===== src/rtl/sha256_msg_packer.sv =====
// sha256_msg_packer: packs a 32-bit word stream into 512-bit big-endian SHA-256
// message blocks and emits the matching bit-length configuration word.
// Optional feature macro: SHA256_PACKER_BSWAP_EN (byte-reverse each input word).
module sha256_msg_packer #(
    parameter logic [1:0]  CFG_SCHEME = 2'b00,
    parameter int unsigned SIZE_W     = 64
) (
    input  logic              clk,
    input  logic              sync_rst,
    input  logic [31:0]       in_data,
    input  logic [1:0]        in_bytes,
    input  logic              in_last,
    input  logic              in_valid,
    output logic              in_ready,
    output logic [511:0]      data_out,
    output logic              data_out_last,
    output logic              data_out_valid,
    input  logic              data_out_ready,
    output logic [SIZE_W-1:0] cfg_size,
    output logic [1:0]        cfg_scheme,
    output logic              cfg_last,
    output logic              cfg_valid,
    input  logic              cfg_ready
);

    localparam int unsigned WORDS = 16;

    typedef enum logic [1:0] {
        FILL      = 2'd0,
        SEND      = 2'd1,
        SEND_LAST = 2'd2
    } state_t;

    state_t             state;
    logic [3:0]         idx;
    logic [511:0]       blk;
    logic [SIZE_W-1:0]  cnt;

    logic [31:0]        word_sw;
    logic [31:0]        word_m;
    logic [SIZE_W-1:0]  inc;
    logic [511:0]       blk_wr;
    logic               last_done;

    // Byte ordering, tail-byte masking, length increment and slot write of the incoming word.
    always_comb begin
        word_sw = in_data;
        word_m  = 32'h0;
        inc     = SIZE_W'(32);
        blk_wr  = blk;
`ifdef SHA256_PACKER_BSWAP_EN
        word_sw = {in_data[7:0], in_data[15:8], in_data[23:16], in_data[31:24]};
`endif
        word_m = word_sw;
        if (in_last) begin
            case (in_bytes)
                2'd1:    begin word_m = word_sw & 32'hFF00_0000; inc = SIZE_W'(8);  end
                2'd2:    begin word_m = word_sw & 32'hFFFF_0000; inc = SIZE_W'(16); end
                2'd3:    begin word_m = word_sw & 32'hFFFF_FF00; inc = SIZE_W'(24); end
                default: begin word_m = word_sw;                 inc = SIZE_W'(32); end
            endcase
        end
        for (int i = 0; i < WORDS; i++) begin
            if (idx == 4'(i)) blk_wr[511-32*i -: 32] = word_m;
        end
    end

    // Final block and cfg word each complete independently; both must be gone to leave SEND_LAST.
    assign last_done = (!data_out_valid || data_out_ready) && (!cfg_valid || cfg_ready);

    // Packer FSM with registered handshake outputs.
    always_ff @(posedge clk) begin
        if (sync_rst) begin
            state          <= FILL;
            idx            <= 4'd0;
            blk            <= '0;
            cnt            <= '0;
            in_ready       <= 1'b1;
            data_out_valid <= 1'b0;
            data_out_last  <= 1'b0;
            cfg_valid      <= 1'b0;
        end else begin
            case (state)
                FILL: begin
                    if (in_valid && in_ready) begin
                        blk <= blk_wr;
                        cnt <= cnt + inc;
                        if (in_last) begin
                            state          <= SEND_LAST;
                            idx            <= 4'd0;
                            in_ready       <= 1'b0;
                            data_out_valid <= 1'b1;
                            data_out_last  <= 1'b1;
                            cfg_valid      <= 1'b1;
                        end else if (idx == 4'd15) begin
                            state          <= SEND;
                            idx            <= 4'd0;
                            in_ready       <= 1'b0;
                            data_out_valid <= 1'b1;
                            data_out_last  <= 1'b0;
                        end else begin
                            idx <= idx + 4'd1;
                        end
                    end
                end
                SEND: begin
                    if (data_out_ready) begin
                        state          <= FILL;
                        blk            <= '0;
                        data_out_valid <= 1'b0;
                        in_ready       <= 1'b1;
                    end
                end
                SEND_LAST: begin
                    if (data_out_valid && data_out_ready) begin
                        data_out_valid <= 1'b0;
                        data_out_last  <= 1'b0;
                    end
                    if (cfg_valid && cfg_ready) cfg_valid <= 1'b0;
                    if (last_done) begin
                        state    <= FILL;
                        blk      <= '0;
                        cnt      <= '0;
                        in_ready <= 1'b1;
                    end
                end
                default: begin
                    state    <= FILL;
                    in_ready <= 1'b1;
                end
            endcase
        end
    end

    assign data_out   = blk;
    assign cfg_size   = cnt;
    assign cfg_scheme = CFG_SCHEME;
    assign cfg_last   = cfg_valid;

endmodule


===== config.mk =====
export PLATFORM = sky130hd
export DESIGN_NAME = sha256_msg_packer
export DESIGN_NICKNAME = d
export VERILOG_FILES = /design/src/rtl/sha256_msg_packer.sv
export SDC_FILE = /design/constraint.sdc
export NUM_CORES = 1
export LEC_CHECK = 0
export ABC_AREA = 1
export CORE_AREA = 2 2 245 247
export CTS_BUF_LIST = sky130_fd_sc_hd__clkbuf_8
export CTS_CLUSTER_SIZE = 25
export DETAILED_ROUTE_END_ITERATION = 10
export DIE_AREA = 0 0 247 249
export GPL_TIMING_DRIVEN = 1
export PLACE_DENSITY_LB_ADDON = 0.15
export SYNTH_ARGS = -nofsm -noshare
export SYNTH_HDL_FRONTEND = slang
export SYNTH_SLANG_ARGS = --single-unit

===== constraint.sdc =====
create_clock -name clk -period 2.2 [get_ports clk]
set_clock_uncertainty 0.15 [all_clocks]
set_input_delay 0.22 -clock clk [delete_from_list [all_inputs] [get_ports clk]]
set_output_delay 0.22 -clock clk [all_outputs]
set_load 0.005 [all_outputs]

# After elaboration in Yosys (flattened, before gate mapping)
# Index checks and enable logic that the tools add are counted.
op_classes:
  reduce_logical: 34
  n_mul: 0
  n_shift: 0
  n_addsub: 2
  magnitude_cmp: 0
  eq_ne: 43
  div: 0
  n_mux: 54
  bitwise: 0
ops:
  columns: ["operator", "count"]
  rows:
  - ["512-bit two-way mux", 3]
  - ["512-bit case mux with 3 select lines", 1]
  - ["32-bit two-way mux", 16]
  - ["64-bit two-way mux", 3]
  - ["64-bit case mux with 2 select lines", 1]
  - ["5-bit AND reduction", 17]
  - ["24-bit case mux with 3 select lines", 1]
  - ["64-bit adder", 1]
  - ["2-bit != test (second input constant)", 22]
  - ["4-bit == test (second input constant)", 8]
  - ["24-bit two-way mux", 1]
  - ["6-bit case mux with 3 select lines", 1]
  - ["4-bit by 3-bit == test with 1-bit output (second input constant)", 4]
  - ["1-bit two-way mux", 15]
  - ["4-bit AND reduction", 3]
  - ["2-bit two-way mux", 5]
  - ["4-bit by 2-bit == test with 1-bit output (second input constant)", 2]
  - ["4-bit two-way mux", 2]
  - ["2-bit == test (second input constant)", 3]
  - ["1-bit case mux with 3 select lines", 2]
  - ["2-bit case mux with 3 select lines", 1]
  - ["4-bit by 1-bit adder with 4-bit output (second input constant)", 1]
  - ["2-bit by 1-bit == test with 1-bit output (second input constant)", 2]
  - ["4-bit by 1-bit == test with 1-bit output (second input constant)", 1]
  - ["11 further kinds", 17]
word_totals:
  regBits: 586
  mem_count: 0
  inputBits: 40
  mem_bits_ro: 0
  elab_cells: 156
  mem_bits_rw: 0
  output_inout_bits: 583
  latch_bits: 0

# Longest topological paths before layout
depth:
  depth_word: 6
  ltp_mapped: 14

# Least setup slack after synthesis
# OpenSTA, ideal clock, no wires.
synth_timing:
  path_kind: "reg-to-reg"
  from: "register state[0]"
  to: "register blk[116], in the netlist data_out[116]"
  synth_period_minus_slack_ps: 2026
  arrival_ps: 1806
  slack_ps: 174
  stages_incl_launch_ff: 10
  setup_ps: 70
  cell_sequence: "dfxtp_1 -> inv_1 -> ha_1 -> buf_2 -> inv_1 -> o21ai_2 -> nor2_1 -> buf_2 -> nand3_1 -> a21oi_1"
synth_between:
  elab_chain_cells: 3
synth_rtl:
  columns: ["element", "line", "text"]
  rows:
  - ["from (decl)", "34", "state_t state;"]
  - ["from (signal assigned)", "74", "state <= FILL;"]
  - ["from (signal assigned)", "89", "state <= SEND_LAST;"]
  - ["from (signal assigned)", "96", "state <= SEND;"]
  - ["2-bit == test, or another cell as far along", "83", "case (state)"]
  - ["2-bit != test (no source line) / 3-bit nonzero test (equally long branches)", null, null]
  - ["5-bit AND reduction (no source line)", null, null]
  - ["to (signal assigned)", "86", "blk <= blk_wr;"]
  - ["to (decl)", "36", "logic [511:0] blk;"]
# Several ways; a longest one is shown, not always the timed one.
# A chain may end at the register's enable or synchronous reset.

# Worst setup path in the final report
layout_timing:
  from: "register state[0]"
  to: "register cnt[54], in the netlist cfg_size[54]"
layout_between:
  elab_chain_cells: 3
layout_rtl:
  columns: ["element", "line", "text"]
  rows:
  - ["2-bit == test / 2-bit logical NOT (equally long branches)", "83", null]
  - ["2-bit != test (no source line) / 2-bit nonzero test (equally long branches)", null, null]
  - ["3-bit AND reduction (no source line)", null, null]
  - ["to (signal assigned)", "87", "cnt <= cnt + inc;"]
  - ["to (decl)", "37", "logic [SIZE_W-1:0] cnt;"]
# Several ways; a longest one is shown, not always the timed one.

==> key figures <==
Cells and area
  • NumNets Final: 3880
  • Multi-input gate area: 10180 sq um
  • FF/Latch Area: 11680 sq um
  • Share of post-route cells with drive strength above 1: 0.1144
  • # fillers: 5428
  • Layout overhead on the synthesized area: 46.78%
  • Fin util: 0.5847

STA
  • Setup-failing EPs final: 0
  • Crit path time final: 2.111 ns
  • Pins Over Slew Limit: 0
  • RSZ-0062 raised after global routing: no
  • Setup TNS Final: 0 ns
  • Relative slew slack: 0.4511
  • Slew @ Worst Pin: 0.8233 ns
  • F_max: 473.7 MHz
  • Final cycle utilization of the critical path: 0.9595
  • Hold Violations, Final: 0

Critical path
  • Max incr delay on CP: 0.34 ns
  • CP delay by family, top: simple AND/OR/NAND/NOR gates
  • Worst EP required: 2.66 ns
  • Worst path slowest cell: dfxtp_1
  • WP buf/inv: 5
  • CP Capture Type: flop
  • Crit path DAT: 2.57 ns
  • Crit-path cells: inv_2, ha_2, inv_2, nand2_1, nand2_1, inv_2, nand2_2, buf_4, nor3_1, buf_4, nand3_1, nand2_1, nor2_1
  • CP Class: reg2reg
  • Crit-path max FO: 8
  • Nature of the critical path startpoint: flop

Synth
  • Cell count after synthesis: 3152
  • Seq cells post-synth: 583
  • Post-synth EDFFs: 0
  • Syn Area/Cell: 7.417 sq um
  • Synth warn: 0
  • Synth async-reset ratio: 0
  • Seq/Total Area, Yosys: 0.4993
  • Synth Cell Area: 23380 sq um
  • Top FF cell, synth: dfxtp_1
  • Distinct cells, synth: 42

Power and ir drop
  • PwrDens: 1441 nW/um^2
  • Sequential share of power: 0.284
  • Clock power frac: 0.208
  • Cell Int Power: 28600 uW
  • Static Leakage: 0.01245 uW
  • Peak VDD IR: 0.8129 mV
  • Switching Share: 0.4217
  • Net Switching: 20850 uW
  • Total Power: 49450 uW
  • Logic pwr share: 0.508

Run
  • Max Cap Viol: 0

Die
  • IO Pins: 623
  • FP Rows: 89
  • Core box area: 58690 sq um
  • Starting Density: 0.3984
  • Total die area: 61500 sq um
  • Height of the chip: 249 um
  • Chip width: 247 um

Global routing
  • First-pass GRT wire length: 146700 um
  • Total GRT Usage: 0.3148
  • Congestion Overflow GR: 0
  • Largest net degree at the start of global routing: 170
  • Initial antenna violation count: 5
  • Vias in the first global route: 22400

Place
  • PortBufs: 617
  • Detailed Place HPWL: 70350 um
  • RD Place Congestion: 0.9268

Clock network
  • H-Tree Depth: 3
  • CTS clk-pin slew, worst paths: 0.06 ns
  • CTS root buf: clkbuf_8
  • Clk Latency, worst-skew pair: 0.72 ns
  • CTS Sinks: 583
  • Num CTS Buffers: 99
  • CTS tree: built
  • Buffer depth of the longest clock path: 3

Route
  • Router iterations before antenna repair: 6
  • DRT antenna net count: 0
  • Via density: 5.250
  • # DRC: 0
  • Initial DRC Count: 2445
  • Vias: 24580
  • Routed WL: 102400 um
  • DR WL/cell: 21.86 um

Status
  • Run status: finished, final reports clean

Min path
  • Worst hold path type: in2reg
area by class of cell:
class,instances,share of cell area
diodes,4,0.0002917
clock inverters,44,0.007730
repair buffers,818,0.2570
flip-flops and latches,583,0.3404
multi-input cells,2184,0.2966
clock buffers,135,0.05415
inverters,142,0.01561
well taps,773,0.02819
power by group through the flow:
stage	clock network, uW	registers, uW	logic [uW]
floorplan	0	14200	11000
global placement	0	14200	24100
detailed placement	0	14200	24100
CTS	10400	14000	24300
global route	10900	14200	26500
finish	10300	14000	25100
placed cells by master, fill, tap and decap left out, types with 4 or more instances in the layout:
cell type	Yosys	routed
nand2_1	721	715
clkdlybuf4s50_1	0	616
dfxtp_1	583	577
a21oi_1	477	477
nand3_1	436	435
nor2_1	324	304
inv_1	129	157
clkbuf_8	0	135
buf_4	58	109
o21ai_0	95	94
buf_12	0	80
nor2_4	10	30
nand4_1	23	23
nor3_1	16	16
inv_2	11	14
o21ai_2	2	13
nor2_2	10	10
nand2_2	6	9
o21ai_1	19	8
ha_1	11	8
dfxtp_2	0	6
conb_1	1	5
clkinv_2	0	5
clkbuf_16	0	5
buf_6	6	5
diode_2	0	4
nand2_4	1	4
a31oi_1	4	4
registers in the layout, indices dropped and copies added (netlist names):
signal	flops
idx	4
cfg_size	61
cfg_last	1
data_out	512
data_out_valid	1
state	2
in_ready	1
data_out_last	1
routing by layer:
| metal | share of wire | global-route usage | vias to the layer above | wire length, um |
|---|---|---|---|---|
| met5 | 0 | 0 | - | 0 |
| li1 | - | - | 11720 | - |
| met1 | 0.41 | 0.4158 | 11500 | 42240 |
| met2 | 0.45 | 0.4888 | 1156 | 46400 |
| met4 | 0.043 | 0.1358 | 0 | 4382 |
| met3 | 0.091 | 0.07477 | 214 | 9338 |
through the flow:
step	hold WS [ns]	cell area (sq um)	instances	worst slack, ns
after floorplan	0.2570	23390	3156	0.1735
after global placement	0.2967	31910	4492	-0.4908
after detailed placement	0.3007	31910	4492	-0.5154
after CTS	0.1169	34090	4673	0.003619
after global routing	0.1811	34310	4683	0.001610
final	0.1765	34310	4683	0.08907
final timing paths:
path,from,slack [ns],cells after the start,to
hold / removal,in_data[24],0.18,5,data_out[312]$_SDFFE_PP0P_
setup reg to reg,state[0]$_SDFFE_PP0P_,0.09,13,cfg_size[54]$_SDFFE_PP0P_
hold reg to reg,data_out[244]$_SDFFE_PP0P_,0.31,2,data_out[244]$_SDFFE_PP0P_
setup / recovery,state[0]$_SDFFE_PP0P_,0.09,13,cfg_size[54]$_SDFFE_PP0P_
synthesized netlist by cell type (4+ instances only):
master    number  area share
a21oi_1      477        0.10
a31oi_1        4      0.0011
buf_2         58       0.012
buf_4         58       0.019
buf_6          6      0.0029
clkbuf_1     124       0.020
dfxtp_1      583        0.50
ha_1          11      0.0059
inv_1        129       0.021
inv_2         11      0.0018
nand2_1      721        0.12
nand2_2        6      0.0016
nand3_1      436       0.093
nand4_1       23      0.0062
nor2_1       324       0.052
nor2_2        10      0.0027
nor2_4        10      0.0048
nor3_1        16      0.0034
o21ai_0       95       0.020
o21ai_1       19      0.0041
worst reg2reg max path, stage by stage, from the launching register on:
cell,delay (ns)
dfxtp_1,0.34
inv_2,0.10
ha_2,0.23
inv_2,0.05
nand2_1,0.05
nand2_1,0.11
inv_2,0.09
nand2_2,0.14
buf_4,0.22
nor3_1,0.20
buf_4,0.17
nand3_1,0.08
nand2_1,0.07
nor2_1,0.04
kinds of logic (layout without fill, tap and decap cells):
group,after synthesis,after routing,synth area share
flops,583,583,0.4993
buf+inv,389,1139,0.07691
fa+ha+maj,12,12,0.006744
compound gates,605,605,0.1310
simple gates,1562,1562,0.2859
other cells,1,9,0.0001604
what timing repair did:
action	CTS	global route
gates resized for setup	11	23
setup endpoints to repair	296	500
cloned	0	5
pin swaps	1	1
hold endpoints to repair	366	0
hold buffers	1	0
setup buffers	1	1
(Power assumes the default switching activity.)
